### src/rtl/writeback_stage_pipe.sv
// MEM/WB pipeline register plus writeback result selection and load extension.
// Optional retire counter enabled by defining WB_RETIRE_CNT_EN.
module writeback_stage_pipe #(
  parameter int XLEN       = 32,
  parameter int REG_ADDR_W = 5,
  parameter int CNT_W      = 64
) (
  input  logic                  clk,
  input  logic                  rst,
  input  logic                  StallW,
  input  logic                  FlushW,
  input  logic                  ValidM,
  input  logic                  RegWriteM,
  input  logic [1:0]            ResultSrcM,
  input  logic [2:0]            Funct3M,
  input  logic [XLEN-1:0]       ALUResultM,
  input  logic [XLEN-1:0]       ReadDataM,
  input  logic [XLEN-1:0]       PCPlus4M,
  input  logic [REG_ADDR_W-1:0] RdM,
  output logic                  RegWriteW_wb,
  output logic [REG_ADDR_W-1:0] RdW_wb,
  output logic [XLEN-1:0]       ResultW,
  output logic                  ValidW
`ifdef WB_RETIRE_CNT_EN
  ,
  output logic [CNT_W-1:0]      RetireCount
`endif
);

  localparam int OFF_W = $clog2(XLEN / 8);

  typedef struct packed {
    logic                  valid;
    logic                  reg_write;
    logic [1:0]            src;
    logic [2:0]            funct3;
    logic [XLEN-1:0]       alu;
    logic [XLEN-1:0]       rdata;
    logic [XLEN-1:0]       pc4;
    logic [REG_ADDR_W-1:0] rd;
  } mem_wb_t;

  mem_wb_t d;
  mem_wb_t q;

  always_comb begin
    d.valid     = ValidM;
    d.reg_write = RegWriteM;
    d.src       = ResultSrcM;
    d.funct3    = Funct3M;
    d.alu       = ALUResultM;
    d.rdata     = ReadDataM;
    d.pc4       = PCPlus4M;
    d.rd        = RdM;
  end

  // Flush beats stall so a held slot can still be squashed.
  always_ff @(posedge clk) begin
    if (!rst) begin
      q <= '0;
    end else if (FlushW) begin
      q <= '0;
    end else if (!StallW) begin
      q <= d;
    end
  end

  logic [OFF_W-1:0] off;
  logic [OFF_W+2:0] byte_sh;
  logic [OFF_W+2:0] half_sh;
  logic [5:0]       word_sh;
  logic [7:0]       byte_lane;
  logic [15:0]      half_lane;
  logic [31:0]      word_lane;
  logic [XLEN-1:0]  load_val;

  assign off     = q.alu[OFF_W-1:0];
  assign byte_sh = {off, 3'b000};
  assign half_sh = {off[OFF_W-1:1], 4'b0000};
  assign word_sh = (XLEN == 64) ? {off[OFF_W-1], 5'b00000} : 6'd0;

  assign byte_lane = 8'(q.rdata >> byte_sh);
  assign half_lane = 16'(q.rdata >> half_sh);
  assign word_lane = 32'(q.rdata >> word_sh);

  // On RV32 the word lane is the whole datum, so LW/LWU pass it raw.
  always_comb begin
    load_val = q.rdata;
    case (q.funct3)
      3'b000:  load_val = XLEN'($signed(byte_lane));
      3'b001:  load_val = XLEN'($signed(half_lane));
      3'b010:  load_val = XLEN'($signed(word_lane));
      3'b100:  load_val = XLEN'(byte_lane);
      3'b101:  load_val = XLEN'(half_lane);
      3'b110:  load_val = XLEN'(word_lane);
      default: load_val = q.rdata;
    endcase
  end

  always_comb begin
    ResultW = q.alu;
    case (q.src)
      2'b01:   ResultW = load_val;
      2'b10:   ResultW = q.pc4;
      default: ResultW = q.alu;
    endcase
  end

  assign RegWriteW_wb = q.reg_write & q.valid & (q.rd != '0);
  assign RdW_wb       = q.rd;
  assign ValidW       = q.valid;

`ifdef WB_RETIRE_CNT_EN
  logic [CNT_W-1:0] cnt;

  // A stalled slot is counted only on the edge where it finally leaves.
  always_ff @(posedge clk) begin
    if (!rst) begin
      cnt <= '0;
    end else if (q.valid && !StallW) begin
      cnt <= cnt + CNT_W'(1);
    end
  end

  assign RetireCount = cnt;
`endif

endmodule

### config.mk
export PLATFORM = sky130hd
export DESIGN_NAME = writeback_stage_pipe
export DESIGN_NICKNAME = d
export VERILOG_FILES = /design/src/rtl/writeback_stage_pipe.sv
export SDC_FILE = /design/constraint.sdc
export NUM_CORES = 1
export LEC_CHECK = 0
export ABC_CLOCK_PERIOD_IN_PS = 2100
export CAP_MARGIN = 10
export CORE_ASPECT_RATIO = 1.25
export CORE_UTILIZATION = 47
export DETAILED_ROUTE_END_ITERATION = 12
export GPL_ROUTABILITY_DRIVEN = 0
export PLACE_DENSITY = 0.91
export SYNTH_ARGS = -nofsm -noshare
export SYNTH_HDL_FRONTEND = slang
export SYNTH_SLANG_ARGS = --single-unit
### constraint.sdc
create_clock -name clk -period 2.1 [get_ports clk]
set_input_delay 0.21 -clock clk [delete_from_list [all_inputs] [get_ports clk]]
set_output_delay 0.21 -clock clk [all_outputs]
set_load 0.05 [all_outputs]
## Word level (Yosys, flattened, before mapping)

Cells that the tools add are included.

- Bits in registers: 108
- Input port bits: 112
- Output and inout port bits: 39

- Equality and inequality tests: 5
- Shift operators: 2
- Multiplexer cells: 2
- Bitwise logic cells: 3
- Reduce and logical (&&, ||, !) cells: 3

Operator list:

| cell | number |
|---|---|
| 32-bit one-hot mux with 4 select lines | 1 |
| 32-bit one-hot mux with 2 select lines | 1 |
| 32-bit by 5-bit >> shifter with 16-bit output | 1 |
| 32-bit by 5-bit >> shifter with 8-bit output | 1 |
| 3-bit == test (second input constant) | 2 |
| 5-bit nonzero test | 1 |
| 3-bit by 1-bit == test with 1-bit output (second input constant) | 1 |
| 3-bit logical NOT | 1 |
| 1-bit AND | 2 |
| 2-bit by 1-bit == test with 1-bit output (second input constant) | 1 |
| 2-bit == test (second input constant) | 1 |
| 2-bit OR reduction | 1 |
| 1-bit NOT | 1 |

## Longest topological paths before layout

Gate-level depths: netlist of the first run.

- Depth after elaboration: 3
- Gate-level depth with buffers: 8
- Gate-level depth less buffers: 6

## Least setup slack after synthesis of the first run

OpenSTA, ideal clock, no wires.

- Path kind: register -> output
- From: register q[104] in the netlist's numbering
- To: output ResultW[16]
- Data arrival time: 2482 ps
- Data required time: 1890 ps
- Path slack: -592 ps
- Stages on the path, launching flop included: 8
- Cells stage by stage: dfxtp_1 > inv_1 > ha_1 > nand2b_1 > buf_1 > nor4_2 > a21oi_2 > o21ai_0

- Cells in the longest elaborated chain, start to end: 2
- Elaborated cells between the ends (all ways): 3
- Those cells by class: eq/ne: 2; mux: 1

RTL lines:

| item | line | source |
|---|---|---|
| start, declared | 44 | `mem_wb_t q;` |
| start signal, assigned | 60 | `q <= '0;` |
| start signal, assigned | 62 | `q <= '0;` |
| start signal, assigned | 64 | `q <= d;` |
| 2-bit == test or 2-bit by 1-bit == test with 1-bit output (tied branches) | 102 | `case (q.src)` |
| 32-bit one-hot mux with 2 select lines * | 102 |  |
| end, declared | 22 | `output logic [XLEN-1:0] ResultW,` |

Mark *: on every way between the ends. The rest lies on a longest branch, timed or not.

## Worst setup path in the final report of the first run

- From: register q[103] in the netlist's numbering
- To: output ResultW[23]

- Cells in the longest elaborated chain, start to end: 3
- Elaborated cells between the ends (all ways): 6
- Those cells by class: eq/ne: 3; mux: 2; reduce/logical: 1

RTL lines:

| item | line | source |
|---|---|---|
| 3-bit == test (tied with other cells) | 89 | `case (q.funct3)` |
| 32-bit one-hot mux with 4 select lines * | 89 |  |
| 32-bit one-hot mux with 2 select lines * | 102 |  |

Marks and branches as above.

==> results.yml, run 1 <==
logic_synthesis:
  syn_area_um2: 5060
  synthAdderAreaFrac_pct: 0.494
  synth_edf_count: 0
  ys_types: 34
  muxShareOfSynthArea_pct: 22.1
  ys_warn_count: 0
  netlist_instances: 584
  yosys.area.top_type: "dfxtp_1"
  synthArstFlopShare_pct: 0
  avgSynthCellArea_um2: 8.67
  netlist.area_leader.share_pct: 42.7
  syn_nets: 698
  synth_compound_area_share_pct: 11.2
  synth-main-ff-cell: "dfxtp_1"
  synth_xor_area_share_pct: 0
  synth_area_leaders: "dfxtp_1, mux2i_1, nor2_1, o221ai_1, nand2_1"
  synth-seq-cells: 108
  synth-simple-area-share_pct: 18.6
  synth_top_family_by_area: "multiplexers"
  synth_common_cells: "nor2_1, mux2i_1, dfxtp_1, nand2_1, o21ai_0"
  yosysMostFrequentCell: "nor2_1"
  ys_seq_area_share_pct: 42.7
setup_path:
  endpoint: "ResultW[23]"
  worstPathMaxFanout: 8
  reg2reg_setup_slack_ps: 1130
  slowest_delay_ps: 640
  start_kind: "flop"
  cpMaxStageDelayCell: "o41ai_2"
  rr_worst_depth: 4
  path_cells: "o41ai_2, a21oi_4, buf_12, o21ai_4, buf_8"
  crit_cells: 5
  crit_family: "compound AO/OA/AOI/OAI gates"
  cp_num_buf_inv: 2
  timing.critical_path.from: "q[103]"
  crit_path_end_kind: "output pin"
  critPathKind: "flop to output pin"
  reg2reg_from: "byte_sh[4]"
  r2r-end: "byte_sh[4]"
  arrival_ps: 2120
  required_ps: 1890
routing:
  vias: 4915
  drt_first_pass_iters: 5
  wl_um: 17000
  routedWlPerCell_um: 19.7
  drc: 0
  postRouteAntennaNets: 0
  drt_iter0_markers: 374
  post_drt_via_cell_ratio: 5.70
outcome:
  violations: "setup timing"
  outcome: "finished with violations"
power:
  internal_power_mw: 3.62
  power_frac_seq_pct: 45.1
  switching_power_mw: 1.22
  clockPowerShare_pct: 36.0
  leakagePower_nw: 3.19
  p_per_area_nw_per_um2: 606
  switching_share_pct: 25.2
  power_frac_comb_pct: 18.9
  power_mw: 4.84
  irDropWorstVdd_uv: 347
sta:
  max_slew.worst_pin.slew_ps: 570
  max_freq_mhz: 430
  slew_headroom_pct: 61.6
  slew_viol_final: 0
  setup_slack_ps: -228
  hold_slack_ps: 217
  final.setup.tns_ps: -4500
  period_share_pct: 111
  hold_violations: 0
  fin_worst_skew_ps: 0
  setup_viol: 32
  rsz0062_at_grt: "yes"
  fin_crit_ps: 2330
layout:
  final_layout_size_suffix_gt1_share_pct: 19.8
  postLayoutCellArea_um2: 7980
  diodes: 0
  nNetsFinal: 843
  syn_to_final_growth_pct: 57.5
  final_core_util_pct: 75.5
floorplanning:
  pin_count: 151
  rows: 42
  die_area_um2: 11200
  core_um2: 10600
  initial_core_util_pct: 48.0
  die_w_um: 94.9
  die_y_um: 118
hold_path:
  hold_class: "input pin to flop"
  holdCritStartpoint: "StallW"
job:
  max_cap_violations: 0
cts:
  cts-root-buf: "clkbuf_16"
  htreeDepth: 3
  cts_buffer_depth: 2
  cts_tree: "done"
  cts.sinks: 108
  clk_latency_ps: 340
  clk_pin_slew_ps: 60
  numCtsBuffers: 9
grt:
  grtUsageTotal_pct: 28.7
  antenna_found_initial: 0
  overflow: 0
  grt_max_degree: 53
  first_global_vias: 4976
  grt_pass1_wl_um: 24500
place:
  numPortBuffers: 150
  postPlaceCellArea_um2: 7010
  dp_hpwl_um: 11000
==> flip-flops by register name (all words and copies together), names as in the netlist <==
signal,flops
q,68
word_lane,32
RdW_wb,5
byte_sh,2
ValidW,1
==> cell usage in the layout (no fill, tap or decap), types with 2 or more instances in the layout <==
master / n
dfxtp_2: 5
o221ai_2: 11
o21ai_0: 15
buf_4: 17
nor2_1: 147
dfxtp_1: 102
clkbuf_16: 13
buf_6: 13
mux2i_1: 109
nand2b_4: 3
o221ai_4: 10
clkdlybuf4s50_1: 116
nand2b_1: 2
o21ai_4: 15
nor3b_1: 7
bufinv_16: 2
a21oi_1: 17
buf_8: 6
nand2_1: 48
inv_1: 3
o21ai_1: 4
o21ai_2: 5
nor2b_1: 7
mux2i_2: 2
a21oi_4: 2
buf_12: 26
==> area by class of cell <==
type / count / area [um2]
Multi-Input combinational cell: 422 / 3170
Sequential cell: 108 / 2170
Inverter: 5 / 21.3
Clock inverter: 3 / 65.1
Fill cell: 649 / 2580
Clock buffer: 10 / 229
Tap cell: 132 / 165
Timing Repair Buffer: 183 / 2150
==> power groups by stage <==
stage / sequential [mW] / combinational [mW] / clock [mW]
final: 2.18 / 0.915 / 1.74
after global routing: 2.18 / 0.963 / 1.85
after floorplan: 2.20 / 0.432 / 0
after detailed placement: 2.22 / 0.799 / 0
after CTS: 2.17 / 0.849 / 1.75
after global placement: 2.21 / 0.780 / 0
==> routing by layer <==
| layer | GRT usage (%) | up-vias | wire length, um |
|---|---|---|---|
| met4 | 14.5 | 0 | 684 |
| li1 | - | 2278 | - |
| met3 | 7.56 | 54 | 1230 |
| met1 | 30.8 | 2354 | 6210 |
| met2 | 50.6 | 229 | 8880 |
| met5 | 0 | - | 0 |
==> logic make-up after synthesis <==
kind of cell / count (synthesis)
compound gates: 86
fa+ha+maj: 2
buf+inv: 54
flops: 108
mux: 111
simple gates: 223
==> worst register-to-register path: stages (launching register included) <==
cell	delay (ps)
dfxtp_4	380
buf_6	130
clkbuf_16	150
mux2i_1	150
nor2_1	50
==> worst min path at each step <==
stage,to,slack [ps],cells past startpoint
floorplan,RdW_wb[0],350,2
global placement,q[9],470,2
detailed placement,q[81],480,2
CTS,q[28],210,3
global route,q[27],230,3
finish,q[28],220,3
==> repair_timing <==
action / in CTS / in global routing
pin swaps: 20 / 15
hold buffers: 0 / 0
endpoints found under the setup margin: 33 / 32
cloned: 1 / 3
gates resized for setup: 63 / 42
buffers inserted: 5 / 6
==> stage by stage <==
step	worst slack, ps	std cells
2_1_floorplan	-221	584
3_3_place_gp	-61.0	835
3_5_place_dp	-107	835
4_1_cts	-165	854
5_1_grt	-293	863
6_report	-228	863
Power figures use the tool's default switching activity.
==> inputs of run 2 (changes only) <==
==> constraint.sdc (replaced) <==
create_clock -name clk -period 2.1 [get_ports clk]
set_input_delay 0.21 -clock clk [delete_from_list [all_inputs] [get_ports clk]]
set_output_delay 0.21 -clock clk [all_outputs]
set_load 0.005 [all_outputs]
==> results.yml, run 2 (synthesized netlist as in run 1, its figures left out) <==
grt:
  grt_max_degree: 109
  grt_pass1_wl_um: 24300
  first_global_vias: 4964
  antenna_found_initial: 0
  overflow: 0
  grtUsageTotal_pct: 28.5
sta:
  setup_viol: 22
  fin_worst_skew_ps: 0
  hold_violations: 0
  setup_slack_ps: -104
  slew_headroom_pct: 65.3
  rsz0062_at_grt: "yes"
  hold_slack_ps: 381
  final.setup.tns_ps: -1530
  max_freq_mhz: 454
  fin_crit_ps: 2200
  period_share_pct: 105
  max_slew.worst_pin.slew_ps: 521
  slew_viol_final: 0
routing:
  postRouteAntennaNets: 0
  drc: 0
  drt_iter0_markers: 390
  post_drt_via_cell_ratio: 5.69
  drt_first_pass_iters: 5
  wl_um: 16100
  routedWlPerCell_um: 18.4
  vias: 4992
floorplanning:
  initial_core_util_pct: 48.0
  die_y_um: 118
  pin_count: 151
  die_area_um2: 11200
  core_um2: 10600
  rows: 42
  die_w_um: 94.9
cts:
  cts_tree: "done"
  cts.sinks: 108
  cts_buffer_depth: 2
  htreeDepth: 3
  cts_hold_buf: 0
  clk_latency_ps: 340
  numCtsBuffers: 9
  clk_pin_slew_ps: 70
  cts-root-buf: "clkbuf_16"
setup_path:
  path_cells: "mux2i_4, buf_4, o41ai_4, a21oi_4, clkbuf_16, o21ai_2, buf_2"
  start_kind: "flop"
  crit_family: "compound AO/OA/AOI/OAI gates"
  cpMaxStageDelayCell: "dfxtp_4"
  crit_path_end_kind: "output pin"
  cp_num_buf_inv: 3
  rr_worst_depth: 3
  required_ps: 1890
  slowest_delay_ps: 370
  critPathKind: "flop to output pin"
  arrival_ps: 1990
  worstPathMaxFanout: 7
  crit_cells: 7
power:
  leakagePower_nw: 3.12
  p_per_area_nw_per_um2: 616
  irDropWorstVdd_uv: 371
layout:
  n_fill_cell: 740
  final_cells: 878
  largest-register: "q"
  layout_commonest_cell: "nor2_1"
  final_core_util_pct: 70.1
  mostFrequentLayoutCells: "nor2_1, clkdlybuf4s50_1, mux2i_1"
  largest_reg_flops: 68
  seq_area_um2: 2180
  final_layout_size_suffix_gt1_share_pct: 18.8
  syn_to_final_growth_pct: 46.2
  diodes: 0
  nNetsFinal: 856
  multi_input_area_um2: 2890
hold_path:
  hold_depth: 3
  hold_class: "input pin to flop"
outcome:
  violations: "setup timing"
  outcome: "finished with violations"
place:
  dp.cells: 856
  dp_hpwl_um: 11200
  numPortBuffers: 150
job:
  max_cap_violations: 0
-- run 2: final timing paths --
kind                                 start           to  slack [ps]
worst max-delay path            byte_sh[4]  ResultW[25]        -100
worst min-delay path                StallW        q[93]         380
worst max register to register  byte_sh[4]   byte_sh[4]        1190
worst min register to register       q[82]        q[82]         500
-- run 2: cell type report --
| class | instances | share of cell area (%) |
|---|---|---|
| Multi-Input combinational cell | 422 | 39.1 |
| Clock inverter | 4 | 0.693 |
| Tap cell | 132 | 2.23 |
| Timing Repair Buffer | 196 | 25.2 |
| Inverter | 5 | 0.254 |
| Sequential cell | 108 | 29.4 |
| Clock buffer | 11 | 3.14 |
-- run 2: routing by layer --
layer	wire length [um]	global-route usage, %	vias to the layer above
li1	-	-	2316
met1	6110	33.2	2358
met2	8100	49.1	255
met3	1090	4.26	63
met4	835	15.4	0
met5	0	0	-
-- run 2: repair_timing --
| item | CTS | global route |
|---|---|---|
| pin swaps | 7 | 19 |
| endpoints found under the hold margin | 0 | 0 |
| setup endpoints to repair | 32 | 32 |
| setup buffers | 5 | 1 |
| resized for setup | 116 | 72 |
| gates cloned | 1 | 2 |
-- run 2: worst register-to-register path: cells and delay by family, from the launching register on --
| family | cells | cell delay (ps) |
|---|---|---|
| DFF | 1 | 370 |
| buffers and inverters | 1 | 190 |
| muxes | 1 | 150 |
| and+or+nand+nor | 1 | 60 |
-- run 2: where the power goes --
part           switching [mW]  leakage, nW  internal (mW)
Combinational           0.319         2.10          0.423
Clock                   0.724        0.136          0.919
Sequential             0.0615        0.883           2.11
-- run 2: per-stage QoR --
stage / power (mW) / setup WS (ps) / area [um2]
2_1_floorplan: 2.52 / 242 / 5060
3_3_place_gp: 2.88 / -209 / 6860
3_5_place_dp: 2.91 / -224 / 6860
4_1_cts: 4.55 / -164 / 7250
5_1_grt: 4.72 / -147 / 7400
6_report: 4.56 / -104 / 7400
